## config.mk

```make
export PLATFORM = sky130hd
export DESIGN_NAME = state_seq_gen
export DESIGN_NICKNAME = d
export VERILOG_FILES = /design/src/rtl/state_seq_gen_pkg.sv /design/src/rtl/seq_period_mon.sv /design/src/rtl/state_seq_gen.sv
export SDC_FILE = /design/constraint.sdc
export NUM_CORES = 1
export LEC_CHECK = 0
export BUFFER_PORTS_ARGS = -buffer_cell sky130_fd_sc_hd__buf_2
export CORE_UTILIZATION = 39
export CTS_CLUSTER_SIZE = 28
export DETAILED_ROUTE_END_ITERATION = 8
export SKIP_LAST_GASP = 1
export SLEW_MARGIN = 10
export SYNTH_ARGS = -nofsm -noshare
export SYNTH_HDL_FRONTEND = slang
export SYNTH_SLANG_ARGS = --single-unit
```

## constraint.sdc

```tcl
create_clock -name clk -period 2.9 [get_ports clk]
set_input_delay 0.58 -clock clk [delete_from_list [all_inputs] [get_ports clk]]
set_output_delay 0.58 -clock clk [all_outputs]
set_load 0.03 [all_outputs]
```

## src/rtl/state_seq_gen_pkg.sv

```systemverilog
// Shared helpers for state_seq_gen: table depth, period width and the
// binary-counter table used as the reset image.
package state_seq_gen_pkg;

  function automatic int unsigned tbl_depth(input int unsigned w);
    return 32'd1 << w;
  endfunction

  function automatic int unsigned period_w(input int unsigned w);
    return w + 1;
  endfunction

  function automatic int unsigned default_next(input int unsigned i, input int unsigned w);
    return (i + 1) % tbl_depth(w);
  endfunction

endpackage

```

## src/rtl/seq_period_mon.sv

```systemverilog
// Period monitor: counts advances between visits to the reference state,
// reports the period, and flags sequences that never come back.
module seq_period_mon
  import state_seq_gen_pkg::*;
#(
  parameter int STATE_W = 3
) (
  input  logic                         clk,
  input  logic                         reset,
  input  logic                         advance,
  input  logic                         next_is_ref,
  input  logic                         clear,
  output logic [period_w(STATE_W)-1:0] period,
  output logic                         period_valid,
  output logic                         no_return
);

  localparam int PW = period_w(STATE_W);
  localparam logic [PW-1:0] CNT_MAX = PW'(tbl_depth(STATE_W) - 1);

  logic [PW-1:0] r_cnt;
  logic [PW-1:0] r_period;
  logic          r_period_valid;
  logic          r_no_return;

  // NOTE: sequential state is only ever assigned with <=, so every read in
  // this block sees the pre-edge value regardless of statement order.
  always_ff @(posedge clk) begin
    if (reset) begin
      r_cnt          <= '0;
      r_period       <= '0;
      r_period_valid <= 1'b0;
      r_no_return    <= 1'b0;
    end else begin
      r_period_valid <= 1'b0;
      if (clear) begin
        r_cnt       <= '0;
        r_no_return <= 1'b0;
      end else if (advance) begin
        if (next_is_ref) begin
          r_period       <= r_cnt + 1'b1;
          r_period_valid <= 1'b1;
          r_cnt          <= '0;
        end else if (r_cnt == CNT_MAX) begin
          // Holding at depth-1 keeps a late return reporting the maximum period.
          r_no_return <= 1'b1;
        end else begin
          r_cnt <= r_cnt + 1'b1;
        end
      end
    end
  end

  assign period       = r_period;
  assign period_valid = r_period_valid;
  assign no_return    = r_no_return;

endmodule

```

## src/rtl/state_seq_gen.sv

```systemverilog
// Programmable state-sequence generator with period/lockup monitor.
// Optional table parity checking is enabled with `define STATE_SEQ_GEN_PARITY_EN.
module state_seq_gen
  import state_seq_gen_pkg::*;
#(
  parameter int                 STATE_W     = 3,
  parameter logic [STATE_W-1:0] RESET_STATE = '0
) (
  input  logic                         clk,
  input  logic                         reset,
  input  logic                         en,
  input  logic                         tbl_wr_en,
  input  logic [STATE_W-1:0]           tbl_wr_addr,
  input  logic [STATE_W-1:0]           tbl_wr_data,
`ifdef STATE_SEQ_GEN_PARITY_EN
  input  logic                         tbl_wr_par_inv,
`endif
  input  logic                         mask_wr_en,
  input  logic [STATE_W-1:0]           mask_in,
  output logic [STATE_W-1:0]           state,
  output logic                         y,
  output logic                         period_valid,
  output logic [period_w(STATE_W)-1:0] period,
  output logic                         stuck,
  output logic                         no_return,
  output logic                         parity_err
);

  localparam int DEPTH = tbl_depth(STATE_W);

  logic [STATE_W-1:0] r_tbl [DEPTH];
  logic [STATE_W-1:0] r_state;
  logic [STATE_W-1:0] r_mask;
  logic               r_stuck;
  logic [STATE_W-1:0] w_next;

  assign w_next = r_tbl[r_state];

  // NOTE: the table is a small register file, not RAM, so it is reset to a
  // known counter image; the same-edge write cannot disturb the w_next read.
  always_ff @(posedge clk) begin
    if (reset) begin
      for (int i = 0; i < DEPTH; i++) begin
        r_tbl[i] <= STATE_W'(default_next(i, STATE_W));
      end
      r_state <= RESET_STATE;
      r_mask  <= '1;
      r_stuck <= 1'b0;
    end else begin
      if (tbl_wr_en) r_tbl[tbl_wr_addr] <= tbl_wr_data;
      if (en) r_state <= w_next;
      if (mask_wr_en) r_mask <= mask_in;
      if (tbl_wr_en) r_stuck <= 1'b0;
      else if (en && (w_next == r_state)) r_stuck <= 1'b1;
    end
  end

  seq_period_mon #(.STATE_W(STATE_W)) u_mon (
    .clk          (clk),
    .reset        (reset),
    .advance      (en),
    .next_is_ref  (w_next == RESET_STATE),
    .clear        (tbl_wr_en),
    .period       (period),
    .period_valid (period_valid),
    .no_return    (no_return)
  );

`ifdef STATE_SEQ_GEN_PARITY_EN
  logic [DEPTH-1:0] r_par;
  logic             r_parity_err;

  // Even parity: the stored bit equals the XOR of the entry bits.
  always_ff @(posedge clk) begin
    if (reset) begin
      for (int i = 0; i < DEPTH; i++) begin
        r_par[i] <= ^(STATE_W'(default_next(i, STATE_W)));
      end
      r_parity_err <= 1'b0;
    end else begin
      if (tbl_wr_en) r_par[tbl_wr_addr] <= (^tbl_wr_data) ^ tbl_wr_par_inv;
      if (en && ((^w_next) != r_par[r_state])) r_parity_err <= 1'b1;
    end
  end

  assign parity_err = r_parity_err;
`else
  assign parity_err = 1'b0;
`endif

  assign state = r_state;
  assign stuck = r_stuck;
  assign y     = |(r_state & r_mask);

endmodule

```

==> results of run 1 <==
## sequential cells by signal (all words and copies together), names as in the netlist, named ones only
| register | count |
|---|---|
| u_mon.no_return | 1 |
| u_mon.period_valid | 1 |
| r_mask | 3 |
| r_tbl | 24 |
| stuck | 1 |
| u_mon.r_cnt | 4 |
| u_mon.period | 4 |
| state | 3 |
## per-stage QoR
step / setup WS (ns) / cells / area [um2] / hold WS [ns] / total power, W
3_3_place_gp: 0.891 / 249 / 2180 / 0.456 / 0.000907
2_1_floorplan: 1.21 / 166 / 2020 / 0.476 / 0.000868
3_5_place_dp: 0.836 / 249 / 2180 / 0.455 / 0.000915
6_report: 0.906 / 257 / 2260 / 0.469 / 0.00126
4_1_cts: 0.873 / 257 / 2260 / 0.474 / 0.00127
5_1_grt: 0.758 / 257 / 2260 / 0.485 / 0.00131
## worst max-delay path: stages, from the launching register on
cell and delay [ns]:
dfxtp_1 0.57, mux4_2 0.61, mux2i_4 0.26, nand4_4 0.19, mux2i_1 0.19, nor2_1 0.05
## cells by family (layout without fill, tap and decap cells)
kind of cell / count (synthesis) / count (layout)
simple gates: 75 / 75
flops: 44 / 44
compound gates: 15 / 15
mux: 13 / 13
buf+inv: 12 / 36
xor+xnor: 5 / 5
fa+ha+maj: 1 / 1
other cells: 1 / 1
## power by group through the flow
stage | sequential (W) | combinational, W | clock, W
floorplan | 0.000733 | 0.000135 | 0
finish | 0.000718 | 0.000181 | 0.000362
detailed placement | 0.000734 | 0.000182 | 0
global placement | 0.000731 | 0.000176 | 0
global route | 0.000722 | 0.000193 | 0.000395
CTS | 0.000719 | 0.000183 | 0.000369
## synth_stat cells, drive strengths merged
master	n
edfxtp	24
dfxtp	20
nor2	16
or2	10
nand2	9
nand2b	8
mux2i	7
mux4	6
and2	5
a211oi	4
buf	4
clkbuf	4
inv	4
nand3	4
nor2b	4
nor3	4
xor2	4
a211o	3
a21oi	3
nand3b	3
nand4	3
nor3b	3
nor4	3
a31oi	2
a222oi	1
a41oi	1
and3	1
conb	1
ha	1
o21ai	1
or3	1
or3b	1
xnor2	1
## layout make-up
type / count / share of cell area
clock buffers: 5 / 0.0305
clock inverters: 3 / 0.00609
inverters: 4 / 0.00664
multi-input cells: 110 / 0.370
flip-flops and latches: 44 / 0.496
well taps: 67 / 0.0371
repair buffers: 24 / 0.0532
## per-layer routing
metal,GRT usage,vias to the layer above
met4,0.0641,0
met3,0.0412,6
met5,0,-
li1,-,642
met2,0.272,23
met1,0.177,628
## worst max-delay path by stage
| stage | start | endpoint | slack (ns) | depth (start not counted) |
|---|---|---|---|---|
| global placement | reset | r_tbl[3][1]$_SDFFCE_PN0P_ | 0.89 | 4 |
| global route | register | u_mon.period[2]$_SDFFE_PP0P_ | 0.76 | 5 |
| CTS | register | u_mon.period[1]$_SDFFE_PP0P_ | 0.87 | 5 |
| finish | register | u_mon.period[2]$_SDFFE_PP0P_ | 0.91 | 5 |
| floorplan | register | u_mon.period[0]$_SDFFE_PP0P_ | 1.21 | 6 |
| detailed placement | reset | r_tbl[3][1]$_SDFFCE_PN0P_ | 0.84 | 4 |
==> flow_metrics.py, run 1 <==
metrics = {
    "final_layout": {
        "multi_input_area_um2": 837,
        "final_cell_mix": "buf_2, edfxtp_1, dfxtp_1, nor2_1, or2_2",
        "areaGrowthSynthToFinish_pct": 12.1,
        "final_core_util": 0.466,
        "final_nets": 204,
        "drive_gt1_frac": 0.274,
        "register_area_um2": 1120,
        "diodes": 0,
        "fillers": 464,
    },
    "timing": {
        "period_share": 0.688,
        "final.setup.tns_ns": 0,
        "period_needed_ns": 1.99,
        "finalMaxSlewViolations": 0,
        "setup_viol": 0,
        "rsz0062_at_grt": "false",
        "hold_viol": 0,
        "fmax_mhz": 501,
        "skew_ns": 0.00433,
    },
    "drt": {
        "route.met3.wl_um": 124,
        "drtPass1Iterations": 4,
        "wl_met2_um": 2020,
        "via_count": 1299,
        "drc": 0,
        "met1Wirelength_um": 1690,
        "top_layer": "met4",
        "wirelength_um": 3870,
        "wl_per_cell_um": 15.1,
        "via_per_inst": 5.05,
        "drtAntennaViolNets": 0,
        "drtIter0Drc": 66,
    },
    "logic_synthesis": {
        "avgSynthCellArea_um2": 12.1,
        "ys_types": 39,
        "synthMuxAreaShare": 0.120,
        "synth_top_family_by_area": "simple AND/OR/NAND/NOR gates",
        "yosys_warnings": 0,
        "synth_largest_area_cell": "edfxtp_1",
        "synth_top_area_frac": 0.358,
        "synthTopCellsByArea": "edfxtp_1, dfxtp_1, mux4_2, mux2i_4, or2_2",
        "syn_inst": 166,
        "yosys.area_share.adder": 0.00621,
        "synth_compound_area_frac": 0.0534,
        "synth.net_count": 181,
        "seq_area_frac_synth": 0.556,
        "synthSimpleGateAreaFrac": 0.212,
        "synth-seq-cells": 44,
        "syn-cell-area_um2": 2020,
        "synth_xor_area_frac": 0.0217,
    },
    "floorplanning": {
        "ios": 26,
        "coreArea_um2": 4850,
        "dieArea_um2": 5460,
        "die_w_um": 73.9,
        "dieHeight_um": 73.9,
        "start_util": 0.416,
        "rows": 25,
    },
    "cts": {
        "cts_buffers": 5,
        "clk_latency_ns": 0.29,
        "htree_levels": 2,
        "path_clk_slew_ns": 0.08,
        "clock-root-buffer": "clkbuf_8",
        "cts_resized": 0,
        "cts_setup_buffers": 0,
        "cts_sinks": 44,
        "clk_path_buf_depth": 2,
        "tritoncts": "yes",
        "holdBufCountCts": 0,
    },
    "power": {
        "seqPwrFrac": 0.569,
        "p_int_w": 0.000933,
        "power.switching_w": 0.000328,
        "pwr-share-comb": 0.143,
        "p_per_area_nw_per_um2": 558,
        "netSwitchingFraction": 0.260,
        "cellLeakagePower_nw": 0.851,
        "p_clk_frac": 0.287,
        "peakVddDrop_mv": 0.282,
    },
    "global_route": {
        "grt_pass1_vias": 1247,
        "grt_overflow": 0,
        "grt_max_degree": 24,
        "grt_pass1_wl_um": 5950,
        "grt.total_usage": 0.155,
        "antenna_found_initial": 0,
    },
    "setup_path": {
        "cp_max_fo": 6,
        "cp-end-kind": "register",
        "rrSetupSlack_ns": 0.91,
        "crit_required_ns": 3.07,
        "worstSetupPathType": "register to register",
        "r2r_end": "u_mon.period[2]$_SDFFE_PP0P_",
        "critPathLaunchType": "register",
        "cp.arrival_ns": 2.17,
        "rr_worst_depth": 5,
    },
    "worst_hold_path": {
        "hold_depth": 2,
        "worstHoldStart": "u_mon.no_return$_SDFFE_PP0P_",
        "min_path_type": "register to register",
        "whs_endpoint": "u_mon.no_return$_SDFFE_PP0P_",
    },
    "job": {
        "maxCapViolCount": 0,
    },
    "status": {
        "status": "finished, final reports clean",
    },
    "placed_design": {
        "hpwlAfterDp_um": 2940,
        "port_buffers": 24,
        "place_congestion": 0.799,
    },
}
(Power assumes the default switching activity.)
==> run 2, diff against run 1 <==
--- a/config.mk
+++ b/config.mk
@@ -5,6 +5,7 @@
 export SDC_FILE = /design/constraint.sdc
 export NUM_CORES = 1
 export LEC_CHECK = 0
+export ABC_AREA = 1
 export BUFFER_PORTS_ARGS = -buffer_cell sky130_fd_sc_hd__buf_2
 export CORE_UTILIZATION = 39
 export CTS_CLUSTER_SIZE = 28
==> constraint.sdc (replaced) <==
create_clock -name clk -period 1.75 [get_ports clk]
set_input_delay 0.35 -clock clk [delete_from_list [all_inputs] [get_ports clk]]
set_output_delay 0.35 -clock clk [all_outputs]
set_load 0.03 [all_outputs]
==> run 2 against run 1 <==
Register-to-register slack worse by 0.69 ns. Clock power increased by 79%. First-iteration DRC count increased by 1.5%. Combinational power rose by 89%. Fmax increased by 30%. Die area is 5.0% higher. Non-clock buffer count increased by 3. Count of clock-buffer cells in the layout grew 2. Final cell count is 44% higher. Sequential share of layout area down 2.8 points. Largest power group unchanged. Utilization shrank 0.21 points.
==> flow_metrics.py, run 2 <==
metrics = {
    "status": {
        "status": "finished, final reports clean",
    },
    "setup_path": {
        "slowest_stage": "dfxtp_2",
        "critPathLaunchType": "register",
        "path_cells": "inv_2 > nand2_1 > nand3_1 > nand3_1 > nand2_2 > nand3_4 > nor2_4 > inv_2 > nor2_1 > nor2_1",
        "crit_required_ns": 1.95,
        "cp.arrival_ns": 1.73,
        "cp_max_fo": 12,
        "cpPeakStageDelay_ns": 0.36,
        "cp-end-kind": "register",
        "worstSetupPathType": "register to register",
    },
    "drt": {
        "wirelength_um": 4200,
        "via_per_inst": 4.46,
        "drtPass1Iterations": 6,
        "drtIter0Drc": 67,
        "drc": 0,
        "via_count": 1645,
        "wl_per_cell_um": 11.4,
        "drtAntennaViolNets": 0,
    },
    "global_route": {
        "grt_pass1_wl_um": 6690,
        "grt_pass1_vias": 1485,
        "grt_max_degree": 18,
        "grt.total_usage": 0.162,
        "grt_overflow": 0,
        "antenna_found_initial": 0,
    },
    "timing": {
        "period_share": 0.879,
        "period_needed_ns": 1.54,
        "fmax_mhz": 650,
        "hold_viol": 0,
        "fin_hold_ws_ns": 0.244,
        "finalMaxSlewViolations": 0,
        "skew_ns": 0.0111,
        "setup_viol": 0,
        "final.setup.tns_ns": 0,
        "rsz0062_at_grt": "false",
    },
    "cts": {
        "htree_levels": 2,
        "clock-root-buffer": "clkbuf_8",
        "path_clk_slew_ns": 0.08,
        "tritoncts": "yes",
        "cts_sinks": 44,
        "cts_buffers": 5,
        "clk_path_buf_depth": 2,
        "cts_setup_buffers": 0,
        "holdBufCountCts": 0,
        "clk_latency_ns": 0.29,
    },
    "logic_synthesis": {
        "synth_edf_count": 24,
        "yosys_warnings": 0,
        "synth-main-ff-cell": "edfxtp_1",
        "synth_top_area_frac": 0.340,
        "ys_types": 25,
        "synthTopCellsByArea": "edfxtp_1, dfxtp_1, nand2_1, inv_1, nor2_1",
        "yosysMostFrequentCell": "nand2_1",
        "synthTopCellsByCount": "nand2_1, inv_1, nor2_1",
        "avgSynthCellArea_um2": 7.85,
        "seq_area_frac_synth": 0.529,
        "synth_largest_area_cell": "edfxtp_1",
        "synth.net_count": 285,
        "async_reset_ff_frac": 0,
        "synth-seq-cells": 44,
        "syn_inst": 270,
        "syn-cell-area_um2": 2120,
    },
    "final_layout": {
        "fillers": 531,
        "final_common_cell": "nand2_1",
        "largest_reg_flops": 24,
        "final_cell_mix": "nand2_1, nor2_1, inv_1, nand3_1",
        "areaGrowthSynthToFinish_pct": 13.3,
        "multi_input_area_um2": 768,
        "final_nets": 313,
        "diodes": 0,
        "drive_gt1_frac": 0.187,
        "register_area_um2": 1120,
        "largest_register": "r_tbl",
    },
    "placed_design": {
        "place_congestion": 0.768,
        "hpwlAfterDp_um": 3250,
        "port_buffers": 24,
    },
    "floorplanning": {
        "coreArea_um2": 5170,
        "die_w_um": 75.7,
        "rows": 26,
        "ios": 26,
        "dieArea_um2": 5730,
        "dieHeight_um": 75.7,
        "start_util": 0.410,
    },
    "worst_hold_path": {
        "worstHoldStart": "reset",
        "min_path_type": "primary input to register",
    },
    "power": {
        "p_per_area_nw_per_um2": 911,
        "peakVddDrop_mv": 0.481,
        "cellLeakagePower_nw": 1.13,
    },
    "job": {
        "maxCapViolCount": 0,
    },
}
-- run 2: changes by cell type after synthesis, moves of 8 or more --
cell | previous run | this run
inv_1 | 4 | 39
inv_2 | 0 | 11
nand2_1 | 9 | 72
nand2b_1 | 8 | 0
nand3_1 | 3 | 26
nor2_1 | 16 | 39
o21ai_0 | 0 | 8
or2_2 | 10 | 0
-- run 2: layer usage --
metal / track usage / part of all wire / vias up
li1: - / - / 887
met1: 0.217 / 0.50 / 725
met2: 0.258 / 0.46 / 26
met3: 0.0370 / 0.028 / 7
met4: 0.0597 / 0.014 / 0
met5: 0 / 0 / -
-- run 2: worst max-delay path, delay by kind of cell, from the launching register on --
kind	cells	cell delay, ns
flip-flops	1	0.36
buffers and inverters	2	0.24
AND/OR/NAND/NOR	8	0.83
-- run 2: cell type report --
class | count | area share
clock buffers | 7 | 0.0339
clock inverters | 1 | 0.00365
inverters | 50 | 0.0782
multi-input cells | 170 | 0.320
flip-flops and latches | 44 | 0.468
well taps | 70 | 0.0365
repair buffers | 27 | 0.0594
-- run 2: cells by family after synthesis --
family / Yosys count / share of synthesized area
adders and majority gates: 1 / 0.00591
and+or+nand+nor: 149 / 0.307
xor gates and xnor gates: 2 / 0.00827
DFF: 44 / 0.529
AOI/OAI and AO/OA: 17 / 0.0402
other: 1 / 0.00177
buffers and inverters: 56 / 0.108
-- run 2: where the power goes --
part / leakage [nW] / internal (W) / switching (W)
combinational: 0.679 / 0.000113 / 0.000230
sequential: 0.400 / 0.00115 / 0.0000443
clock: 0.0488 / 0.000306 / 0.000341
total: 1.13 / 0.00157 / 0.000615
-- run 2: through the flow --
stage	setup WS [ns]	cells	area, um2	total power (W)	utilization
2_1_floorplan	0.375	270	2120	0.00147	-
3_3_place_gp	0.0998	361	2310	0.00156	0.446
3_5_place_dp	0.127	361	2310	0.00156	0.446
4_1_cts	0.104	369	2400	0.00220	0.463
5_1_grt	0.0309	369	2400	0.00229	0.464
6_report	0.212	369	2400	0.00219	0.464
-- run 2: worst paths after layout --
path	endpoint	slack, ns	cells past startpoint
hold reg to reg	u_mon.no_return$_SDFFE_PP0P_	0.45	2
setup / recovery	u_mon.period[0]$_SDFFE_PP0P_	0.21	10
setup reg to reg	u_mon.period[0]$_SDFFE_PP0P_	0.21	10
hold / removal	u_mon.period_valid$_SDFF_PP0_	0.24	2
-- run 2: timing repair --
action                                 4_1_cts  5_1_grt
setup endpoints to repair                    0        4
resized for setup                            0        2
endpoints found under the hold margin        0        0
